## config.mk

```make
export PLATFORM = sky130hd
export DESIGN_NAME = mc_sequencer_flat
export DESIGN_NICKNAME = d
export VERILOG_FILES = /design/src/rtl/mc_sequencer_if.sv /design/src/rtl/mc_sequencer.sv /design/src/flat_wrapper.sv
export SDC_FILE = /design/constraint.sdc
export NUM_CORES = 1
export LEC_CHECK = 0
export CORE_MARGIN = 5
export CORE_UTILIZATION = 40
export CTS_BUF_LIST = sky130_fd_sc_hd__clkbuf_8 sky130_fd_sc_hd__clkbuf_16
export CTS_CLUSTER_DIAMETER = 40
export DETAILED_ROUTE_END_ITERATION = 10
export GPL_ROUTABILITY_DRIVEN = 0
export PLACE_DENSITY = 0.75
export SLEW_MARGIN = 5
export SYNTH_ARGS = -nofsm -noshare
export SYNTH_HDL_FRONTEND = slang
export SYNTH_SLANG_ARGS = --single-unit
```

## constraint.sdc

```tcl
create_clock -name clk -period 2.3 [get_ports clk]
set_input_delay 0.69 -clock clk [delete_from_list [all_inputs] [get_ports clk]]
set_output_delay 0.69 -clock clk [all_outputs]
set_load 0.02 [all_outputs]
```

## src/rtl/mc_sequencer_if.sv

```systemverilog
// Bundle of decode fields, datapath handshakes and control strobes between
// the multi-cycle sequencer (master) and the datapath (slave).
interface mc_sequencer_if;
    // decode fields and datapath status
    logic [6:0] Opcode;
    logic [2:0] Funct3;
    logic [6:0] Funct7;
    logic       ALUFlag;
    logic       DataValid;
    logic       halt;
    logic       enintr;
    // control outputs
    logic       ReadReq;
    logic       AddrSrcCont;
    logic       WenPC;
    logic       WenInstr;
    logic       WenRegfile;
    logic       WenMem;
    logic       WenCSR;
    logic       PcTarget;
    logic       MuldivStart;
    logic       ECALL;
    logic       MRET;
    logic       INTR;
    logic       BusErr;
    logic       Illegal;
    logic [3:0] State;

    modport master (
        input  Opcode, Funct3, Funct7, ALUFlag, DataValid, halt, enintr,
        output ReadReq, AddrSrcCont, WenPC, WenInstr, WenRegfile, WenMem, WenCSR,
               PcTarget, MuldivStart, ECALL, MRET, INTR, BusErr, Illegal, State
    );

    modport slave (
        output Opcode, Funct3, Funct7, ALUFlag, DataValid, halt, enintr,
        input  ReadReq, AddrSrcCont, WenPC, WenInstr, WenRegfile, WenMem, WenCSR,
               PcTarget, MuldivStart, ECALL, MRET, INTR, BusErr, Illegal, State
    );
endinterface

```

## src/rtl/mc_sequencer.sv

```systemverilog
// mc_sequencer: multi-cycle control sequencer for the RV32 core.
// Handles variable-latency memory reads with a bus timeout trap, traps for
// interrupts / ECALL / illegal opcodes, MRET, and a halt state.
// Optional feature: define MULDIV_EN to sequence M-extension instructions
// (MuldivStart pulse plus a MULDIV_LAT-cycle stall). Without it, OP-class
// instructions with Funct7=0000001 trap as illegal and MuldivStart is 0.
module mc_sequencer #(
    parameter int MEM_TIMEOUT = 255,
    parameter int MULDIV_LAT  = 33
) (
    input  logic           clk,
    input  logic           reset,
    mc_sequencer_if.master bus
);
    typedef enum logic [3:0] {
        S_FETCH  = 4'd0,
        S_FWAIT  = 4'd1,
        S_DECODE = 4'd2,
        S_EXEC   = 4'd3,
        S_MDWAIT = 4'd4,
        S_MEMRD  = 4'd5,
        S_MWAIT  = 4'd6,
        S_MEMWR  = 4'd7,
        S_WB     = 4'd8,
        S_TRAP   = 4'd9,
        S_HALT   = 4'd10
    } state_t;

    localparam logic [6:0] OP_LOAD   = 7'b0000011;
    localparam logic [6:0] OP_FENCE  = 7'b0001111;
    localparam logic [6:0] OP_OPIMM  = 7'b0010011;
    localparam logic [6:0] OP_AUIPC  = 7'b0010111;
    localparam logic [6:0] OP_STORE  = 7'b0100011;
    localparam logic [6:0] OP_OP     = 7'b0110011;
    localparam logic [6:0] OP_LUI    = 7'b0110111;
    localparam logic [6:0] OP_BRANCH = 7'b1100011;
    localparam logic [6:0] OP_JALR   = 7'b1100111;
    localparam logic [6:0] OP_JAL    = 7'b1101111;
    localparam logic [6:0] OP_SYSTEM = 7'b1110011;
    localparam logic [6:0] F7_MULDIV = 7'b0000001;
    localparam logic [6:0] F7_MRET   = 7'b0011000;

    // Wait counter counts completed cycles in FWAIT/MWAIT; the trap fires in
    // the MEM_TIMEOUT-th waiting cycle unless DataValid arrives in it.
    localparam int                WCNT_W    = $clog2(MEM_TIMEOUT + 1);
    localparam logic [WCNT_W-1:0] WCNT_LAST = WCNT_W'(MEM_TIMEOUT - 1);

    // Reject meaningless parameterisations at elaboration.
    if (MEM_TIMEOUT < 1 || MULDIV_LAT < 1) begin : g_bad_params
        $error("mc_sequencer: MEM_TIMEOUT and MULDIV_LAT must both be >= 1");
    end

    state_t            state_q, state_d;
    logic [WCNT_W-1:0] wcnt_q, wcnt_d;
    logic              pc_sel_q, pc_sel_d;

`ifdef MULDIV_EN
    localparam int                MCNT_W    = (MULDIV_LAT > 1) ? $clog2(MULDIV_LAT) : 1;
    localparam logic [MCNT_W-1:0] MCNT_LAST = MCNT_W'(MULDIV_LAT - 1);
    logic [MCNT_W-1:0] mcnt_q, mcnt_d;
    logic              muldiv_start;
`endif

    logic is_muldiv, is_sys_priv, is_supported, is_store, is_branch, is_csr;
    logic read_req, addr_src, wen_pc, wen_instr, wen_regfile, wen_mem, wen_csr;
    logic pc_target, ecall_p, mret_p, intr_p, bus_err_p, illegal_p;

    // Instruction classification from the latched decode fields.
    always_comb begin
        is_muldiv   = (bus.Opcode == OP_OP) && (bus.Funct7 == F7_MULDIV);
        is_sys_priv = (bus.Opcode == OP_SYSTEM) && (bus.Funct3 == 3'b000);
        is_csr      = (bus.Opcode == OP_SYSTEM) && (bus.Funct3 != 3'b000);
        is_store    = (bus.Opcode == OP_STORE);
        is_branch   = (bus.Opcode == OP_BRANCH);
        case (bus.Opcode)
            OP_LOAD, OP_FENCE, OP_OPIMM, OP_AUIPC, OP_STORE, OP_OP,
            OP_LUI, OP_BRANCH, OP_JALR, OP_JAL, OP_SYSTEM: is_supported = 1'b1;
            default:                                        is_supported = 1'b0;
        endcase
`ifndef MULDIV_EN
        if (is_muldiv) begin
            is_supported = 1'b0;
        end
`endif
    end

    // Next-state and control decode; every strobe defaults low.
    always_comb begin
        state_d     = state_q;
        pc_sel_d    = pc_sel_q;
        read_req    = 1'b0;
        addr_src    = 1'b0;
        wen_pc      = 1'b0;
        wen_instr   = 1'b0;
        wen_regfile = 1'b0;
        wen_mem     = 1'b0;
        wen_csr     = 1'b0;
        pc_target   = 1'b0;
        ecall_p     = 1'b0;
        mret_p      = 1'b0;
        intr_p      = 1'b0;
        bus_err_p   = 1'b0;
        illegal_p   = 1'b0;
`ifdef MULDIV_EN
        muldiv_start = 1'b0;
`endif
        case (state_q)
            S_FETCH: begin
                if (bus.halt) begin
                    state_d = S_HALT;
                end else if (bus.enintr) begin
                    intr_p  = 1'b1;
                    state_d = S_TRAP;
                end else begin
                    read_req = 1'b1;
                    state_d  = S_FWAIT;
                end
            end
            S_FWAIT: begin
                read_req = 1'b1;
                if (bus.DataValid) begin
                    wen_instr = 1'b1;
                    state_d   = S_DECODE;
                end else if (wcnt_q == WCNT_LAST) begin
                    bus_err_p = 1'b1;
                    state_d   = S_TRAP;
                end
            end
            S_DECODE: begin
                if (is_sys_priv) begin
                    if (bus.Funct7 == F7_MRET) begin
                        mret_p  = 1'b1;
                        wen_pc  = 1'b1;
                        state_d = S_FETCH;
                    end else begin
                        ecall_p = 1'b1;
                        state_d = S_TRAP;
                    end
                end else if (!is_supported) begin
                    illegal_p = 1'b1;
                    state_d   = S_TRAP;
                end else begin
                    state_d = S_EXEC;
                end
            end
            S_EXEC: begin
                // Branch decision is captured here because ALUFlag is only
                // meaningful while the comparison is on the ALU.
                pc_sel_d = (bus.Opcode == OP_JAL) || (bus.Opcode == OP_JALR) ||
                           (is_branch && bus.ALUFlag);
                if (bus.Opcode == OP_LOAD) begin
                    state_d = S_MEMRD;
                end else if (is_store) begin
                    state_d = S_MEMWR;
`ifdef MULDIV_EN
                end else if (is_muldiv) begin
                    muldiv_start = 1'b1;
                    state_d      = S_MDWAIT;
`endif
                end else begin
                    state_d = S_WB;
                end
            end
`ifdef MULDIV_EN
            S_MDWAIT: begin
                if (mcnt_q == MCNT_LAST) begin
                    state_d = S_WB;
                end
            end
`endif
            S_MEMRD: begin
                read_req = 1'b1;
                addr_src = 1'b1;
                state_d  = S_MWAIT;
            end
            S_MWAIT: begin
                read_req = 1'b1;
                addr_src = 1'b1;
                if (bus.DataValid) begin
                    state_d = S_WB;
                end else if (wcnt_q == WCNT_LAST) begin
                    bus_err_p = 1'b1;
                    state_d   = S_TRAP;
                end
            end
            S_MEMWR: begin
                wen_mem  = 1'b1;
                addr_src = 1'b1;
                state_d  = S_WB;
            end
            S_WB: begin
                wen_pc      = 1'b1;
                pc_target   = pc_sel_q;
                wen_regfile = !(is_store || is_branch);
                wen_csr     = is_csr;
                state_d     = S_FETCH;
            end
            S_TRAP: begin
                wen_pc  = 1'b1;
                wen_csr = 1'b1;
                state_d = S_FETCH;
            end
            S_HALT: begin
                if (!bus.halt) begin
                    state_d = S_FETCH;
                end
            end
            default: state_d = S_FETCH;
        endcase

        // Counter runs only while staying in a wait state, so it is zero on entry.
        wcnt_d = '0;
        if ((state_q == S_FWAIT || state_q == S_MWAIT) && state_d == state_q) begin
            wcnt_d = wcnt_q + 1'b1;
        end
`ifdef MULDIV_EN
        mcnt_d = '0;
        if (state_q == S_MDWAIT && state_d == S_MDWAIT) begin
            mcnt_d = mcnt_q + 1'b1;
        end
`endif
    end

    // State, wait counter and branch-select registers.
    always_ff @(posedge clk) begin
        if (reset) begin
            state_q  <= S_FETCH;
            wcnt_q   <= '0;
            pc_sel_q <= 1'b0;
        end else begin
            state_q  <= state_d;
            wcnt_q   <= wcnt_d;
            pc_sel_q <= pc_sel_d;
        end
    end

`ifdef MULDIV_EN
    // MUL/DIV stall counter.
    always_ff @(posedge clk) begin
        if (reset) begin
            mcnt_q <= '0;
        end else begin
            mcnt_q <= mcnt_d;
        end
    end
    assign bus.MuldivStart = muldiv_start & ~reset;
`else
    assign bus.MuldivStart = 1'b0;
`endif

    // Strobes are suppressed while reset is held so nothing fires mid-reset.
    assign bus.ReadReq     = read_req    & ~reset;
    assign bus.AddrSrcCont = addr_src    & ~reset;
    assign bus.WenPC       = wen_pc      & ~reset;
    assign bus.WenInstr    = wen_instr   & ~reset;
    assign bus.WenRegfile  = wen_regfile & ~reset;
    assign bus.WenMem      = wen_mem     & ~reset;
    assign bus.WenCSR      = wen_csr     & ~reset;
    assign bus.PcTarget    = pc_target   & ~reset;
    assign bus.ECALL       = ecall_p     & ~reset;
    assign bus.MRET        = mret_p      & ~reset;
    assign bus.INTR        = intr_p      & ~reset;
    assign bus.BusErr      = bus_err_p   & ~reset;
    assign bus.Illegal     = illegal_p   & ~reset;
    assign bus.State       = state_q;
endmodule

```

## src/flat_wrapper.sv

```systemverilog
// flat-port wrapper written by rule: the top's interface ports become plain ports
module mc_sequencer_flat 
#(
    parameter int MEM_TIMEOUT = 255,
    parameter int MULDIV_LAT  = 33
)
  (clk, reset, bus_Opcode, bus_Funct3, bus_Funct7, bus_ALUFlag, bus_DataValid, bus_halt, bus_enintr, bus_ReadReq, bus_AddrSrcCont, bus_WenPC, bus_WenInstr, bus_WenRegfile, bus_WenMem, bus_WenCSR, bus_PcTarget, bus_MuldivStart, bus_ECALL, bus_MRET, bus_INTR, bus_BusErr, bus_Illegal, bus_State);
  mc_sequencer_if bus_i ();
  input  logic clk;
  input  logic reset;
  input wire logic [$bits(bus_i.Opcode)-1:0] bus_Opcode;
  input wire logic [$bits(bus_i.Funct3)-1:0] bus_Funct3;
  input wire logic [$bits(bus_i.Funct7)-1:0] bus_Funct7;
  input wire logic [$bits(bus_i.ALUFlag)-1:0] bus_ALUFlag;
  input wire logic [$bits(bus_i.DataValid)-1:0] bus_DataValid;
  input wire logic [$bits(bus_i.halt)-1:0] bus_halt;
  input wire logic [$bits(bus_i.enintr)-1:0] bus_enintr;
  output wire logic [$bits(bus_i.ReadReq)-1:0] bus_ReadReq;
  output wire logic [$bits(bus_i.AddrSrcCont)-1:0] bus_AddrSrcCont;
  output wire logic [$bits(bus_i.WenPC)-1:0] bus_WenPC;
  output wire logic [$bits(bus_i.WenInstr)-1:0] bus_WenInstr;
  output wire logic [$bits(bus_i.WenRegfile)-1:0] bus_WenRegfile;
  output wire logic [$bits(bus_i.WenMem)-1:0] bus_WenMem;
  output wire logic [$bits(bus_i.WenCSR)-1:0] bus_WenCSR;
  output wire logic [$bits(bus_i.PcTarget)-1:0] bus_PcTarget;
  output wire logic [$bits(bus_i.MuldivStart)-1:0] bus_MuldivStart;
  output wire logic [$bits(bus_i.ECALL)-1:0] bus_ECALL;
  output wire logic [$bits(bus_i.MRET)-1:0] bus_MRET;
  output wire logic [$bits(bus_i.INTR)-1:0] bus_INTR;
  output wire logic [$bits(bus_i.BusErr)-1:0] bus_BusErr;
  output wire logic [$bits(bus_i.Illegal)-1:0] bus_Illegal;
  output wire logic [$bits(bus_i.State)-1:0] bus_State;
  assign bus_i.Opcode = bus_Opcode;
  assign bus_i.Funct3 = bus_Funct3;
  assign bus_i.Funct7 = bus_Funct7;
  assign bus_i.ALUFlag = bus_ALUFlag;
  assign bus_i.DataValid = bus_DataValid;
  assign bus_i.halt = bus_halt;
  assign bus_i.enintr = bus_enintr;
  assign bus_ReadReq = bus_i.ReadReq;
  assign bus_AddrSrcCont = bus_i.AddrSrcCont;
  assign bus_WenPC = bus_i.WenPC;
  assign bus_WenInstr = bus_i.WenInstr;
  assign bus_WenRegfile = bus_i.WenRegfile;
  assign bus_WenMem = bus_i.WenMem;
  assign bus_WenCSR = bus_i.WenCSR;
  assign bus_PcTarget = bus_i.PcTarget;
  assign bus_MuldivStart = bus_i.MuldivStart;
  assign bus_ECALL = bus_i.ECALL;
  assign bus_MRET = bus_i.MRET;
  assign bus_INTR = bus_i.INTR;
  assign bus_BusErr = bus_i.BusErr;
  assign bus_Illegal = bus_i.Illegal;
  assign bus_State = bus_i.State;
  mc_sequencer #(.MEM_TIMEOUT(MEM_TIMEOUT), .MULDIV_LAT(MULDIV_LAT)) u_core (.clk(clk), .reset(reset), .bus(bus_i));
endmodule
```

==> metrics.yaml <==
status:
  status: "complete, but fails checks"
  violations: "negative setup slack"
floorplanning:
  fp-row-count: 19
  die_area_mm2: 0.00405
  start_util: 0.417
  coreArea_mm2: 0.00276
  die_w_um: 63.6
  num_io_pins: 41
  die_h_um: 63.6
finish:
  drive_above_1_share: 0.543
  fin_util: 0.800
  antenna_cells: 0
  area_growth_pct: 91.6
  fin_nets: 271
pwr:
  power_density_mw_per_mm2: 464
  leakage_nw: 0.922
  vdd_drop_max_mv: 0.447
  power_w: 0.00102
logic_synthesis:
  yosysSeqAreaShare: 0.226
  synthesis.area_mm2: 0.00115
  post_synth_num_cell_types: 52
  ys_ff_latch: 13
  synth_edf_count: 0
  syn_avg_cell_area_um2: 7.57
  synth_nets: 177
  netlist_instances: 152
  synthArstFlopShare: 0
  synthFlopType: "dfxtp_1"
  ys_warn_count: 0
clock_network:
  hold_buffers: 0
  path_clk_slew_ns: 0.05
  cts.htree.levels: 1
  clkLatencyLatePin_ns: 0.24
  cts.path.max_buffers: 2
  cts_tree: "built"
  numCtsBuffers: 3
  root_buffer: "clkbuf_8"
  clkSinkCount: 13
global_route:
  grt_use_total: 0.205
  grt_max_degree: 10
  grt_pass1_vias: 1613
  grt-ovfl-total: 0
  grt_antenna_before_repair: 0
  grt_pass1_wl_mm: 6.91
critical_path:
  crit_path_start_kind: "primary input"
  regToRegSetupSlack_ns: 0.04
  reg2reg_depth: 8
  setup.worst_path.class: "in -> out"
  r2r_start: "u_core.wcnt_q[0]$_SDFF_PP0_"
  crit_required_ns: 1.61
  cp.arrival_ns: 2.03
  timing.rr.end: "u_core.wcnt_q[2]$_SDFF_PP0_"
  cp_max_fo: 3
  crit_path_start: "bus_Funct7[6]"
  end_kind: "output port"
route:
  first_pass_iters: 4
  drc: 0
  routed_wirelength_mm: 4.18
  ant_nets: 0
  viasPerCell: 5.54
  drtIter0Drc: 66
  num_vias: 1529
  wl_per_cell_um: 15.1
worst_hold_path:
  hp-start: "u_core.pc_sel_q$_SDFFE_PP0N_"
  holdCritPathClass: "reg -> reg"
  hold_end: "u_core.pc_sel_q$_SDFFE_PP0N_"
  hold_depth: 2
timing:
  hold_viol: 0
  fin_skew_ns: 0.00202
  rsz0062_at_grt: "true"
  fmax_mhz: 368
  finalSetupViolations: 14
  finalCritPeriodShare: 1.18
  min_period_ns: 2.72
  setup_ws_ns: -0.416
  final_max_slew_viol_count: 0
placed_design:
  portBuffers: 39
  dp.final_hpwl_mm: 3.18
  dp_slack_ns: -1.31
flow_run:
  drv_cap: 0
==> flip-flops by register name, summed over array words and instances, names as in the netlist <==
register / flops
u_core.pc_sel_q: 1
u_core.wcnt_q: 8
u_core.bus.State: 4
==> cells by family after synthesis <==
group	after synthesis	synth area share
and+or+nand+nor	90	0.458
AOI/OAI and AO/OA	27	0.186
DFF	13	0.226
buffers and inverters	11	0.0435
xor gates and xnor gates	7	0.0533
adders and majority gates	2	0.0217
other	1	0.00326
muxes	1	0.00870
==> worst max-delay path: stages <==
cell	delay [ns]
buf_6	0.09
or4_4	0.56
or3_4	0.42
o21ai_4	0.13
buf_6	0.13
==> through the flow <==
step | hold WS, ns | instances | TNS (ns) | area, µm²
after detailed placement | 0.496 | 264 | -19.23 | 1960
final | 0.505 | 276 | -2.17 | 2210
after CTS | 0.509 | 274 | -2.35 | 2140
after global placement | 0.471 | 264 | -18.34 | 1960
after floorplan | 0.452 | 152 | -1.64 | 1200
after global routing | 0.517 | 276 | -2.66 | 2210
==> worst max path at each step <==
| stage | endpoint | slack (ns) | depth (start not counted) |
|---|---|---|---|
| 2_1_floorplan | bus_Illegal | -0.30 | 4 |
| 3_3_place_gp | bus_Illegal | -1.25 | 6 |
| 3_5_place_dp | bus_Illegal | -1.31 | 6 |
| 4_1_cts | bus_Illegal | -0.56 | 6 |
| 5_1_grt | bus_Illegal | -0.46 | 6 |
| 6_report | bus_WenPC | -0.42 | 5 |
==> Yosys cell counts (2+ instances only) <==
cell type,number,share of area
nand2_1,22,0.072
nor2_1,18,0.059
dfxtp_1,13,0.23
nor3_1,11,0.048
nand3_1,8,0.035
a21oi_1,6,0.026
xnor2_1,5,0.038
buf_2,4,0.017
inv_1,4,0.013
o21ai_0,4,0.017
nand3b_1,3,0.020
nor4_1,3,0.016
a211oi_1,2,0.013
and2_1,2,0.011
and4_4,2,0.020
ha_1,2,0.022
nor2b_1,2,0.011
nor4b_2,2,0.026
o21a_1,2,0.013
or3_1,2,0.011
or4_4,2,0.020
or4b_1,2,0.017
xor2_1,2,0.015
==> placed cells by master, fill, tap and decap left out, types with 3 or more instances in the layout <==
cell	instances
clkdlybuf4s50_1	5
nor3_1	5
buf_6	14
nor3_2	4
clkbuf_2	5
nand3b_1	3
o21ai_0	3
a21oi_1	5
clkbuf_8	3
nor2_1	10
nor3_4	3
nor2_4	6
nand3_1	6
nand2_1	19
clkdlybuf4s15_1	4
buf_4	54
xnor2_1	5
inv_1	5
buf_2	8
nor4b_2	3
dfxtp_1	12
==> layer usage <==
metal / share of wire / track usage / vias up
met5: 0 / 0 / -
met4: 0.017 / 0.0753 / 0
met3: 0.036 / 0.0231 / 9
met2: 0.56 / 0.400 / 46
met1: 0.38 / 0.219 / 731
li1: - / - / 743
==> area by class of cell <==
type                       instances  area (µm²)
timing repair buffer              95         778
tap                               31        38.8
sequential                        13         262
clock buffer                       3        41.3
fill                             157         552
inverter                           5        18.8
multi-input combinational        128        1060
clock inverter                     1        3.75
==> power breakdown <==
| part | switching [W] | internal, W |
|---|---|---|
| sequential | 0.0000121 | 0.000237 |
| clock | 0.0000805 | 0.000118 |
| combinational | 0.000303 | 0.000272 |
| total | 0.000396 | 0.000628 |
==> timing repair <==
action,4_1_cts,5_1_grt
setup endpoints to repair,24,18
gates resized for setup,148,28
pin swaps,27,21
buffers inserted,7,3
(Power assumes the default switching activity.)
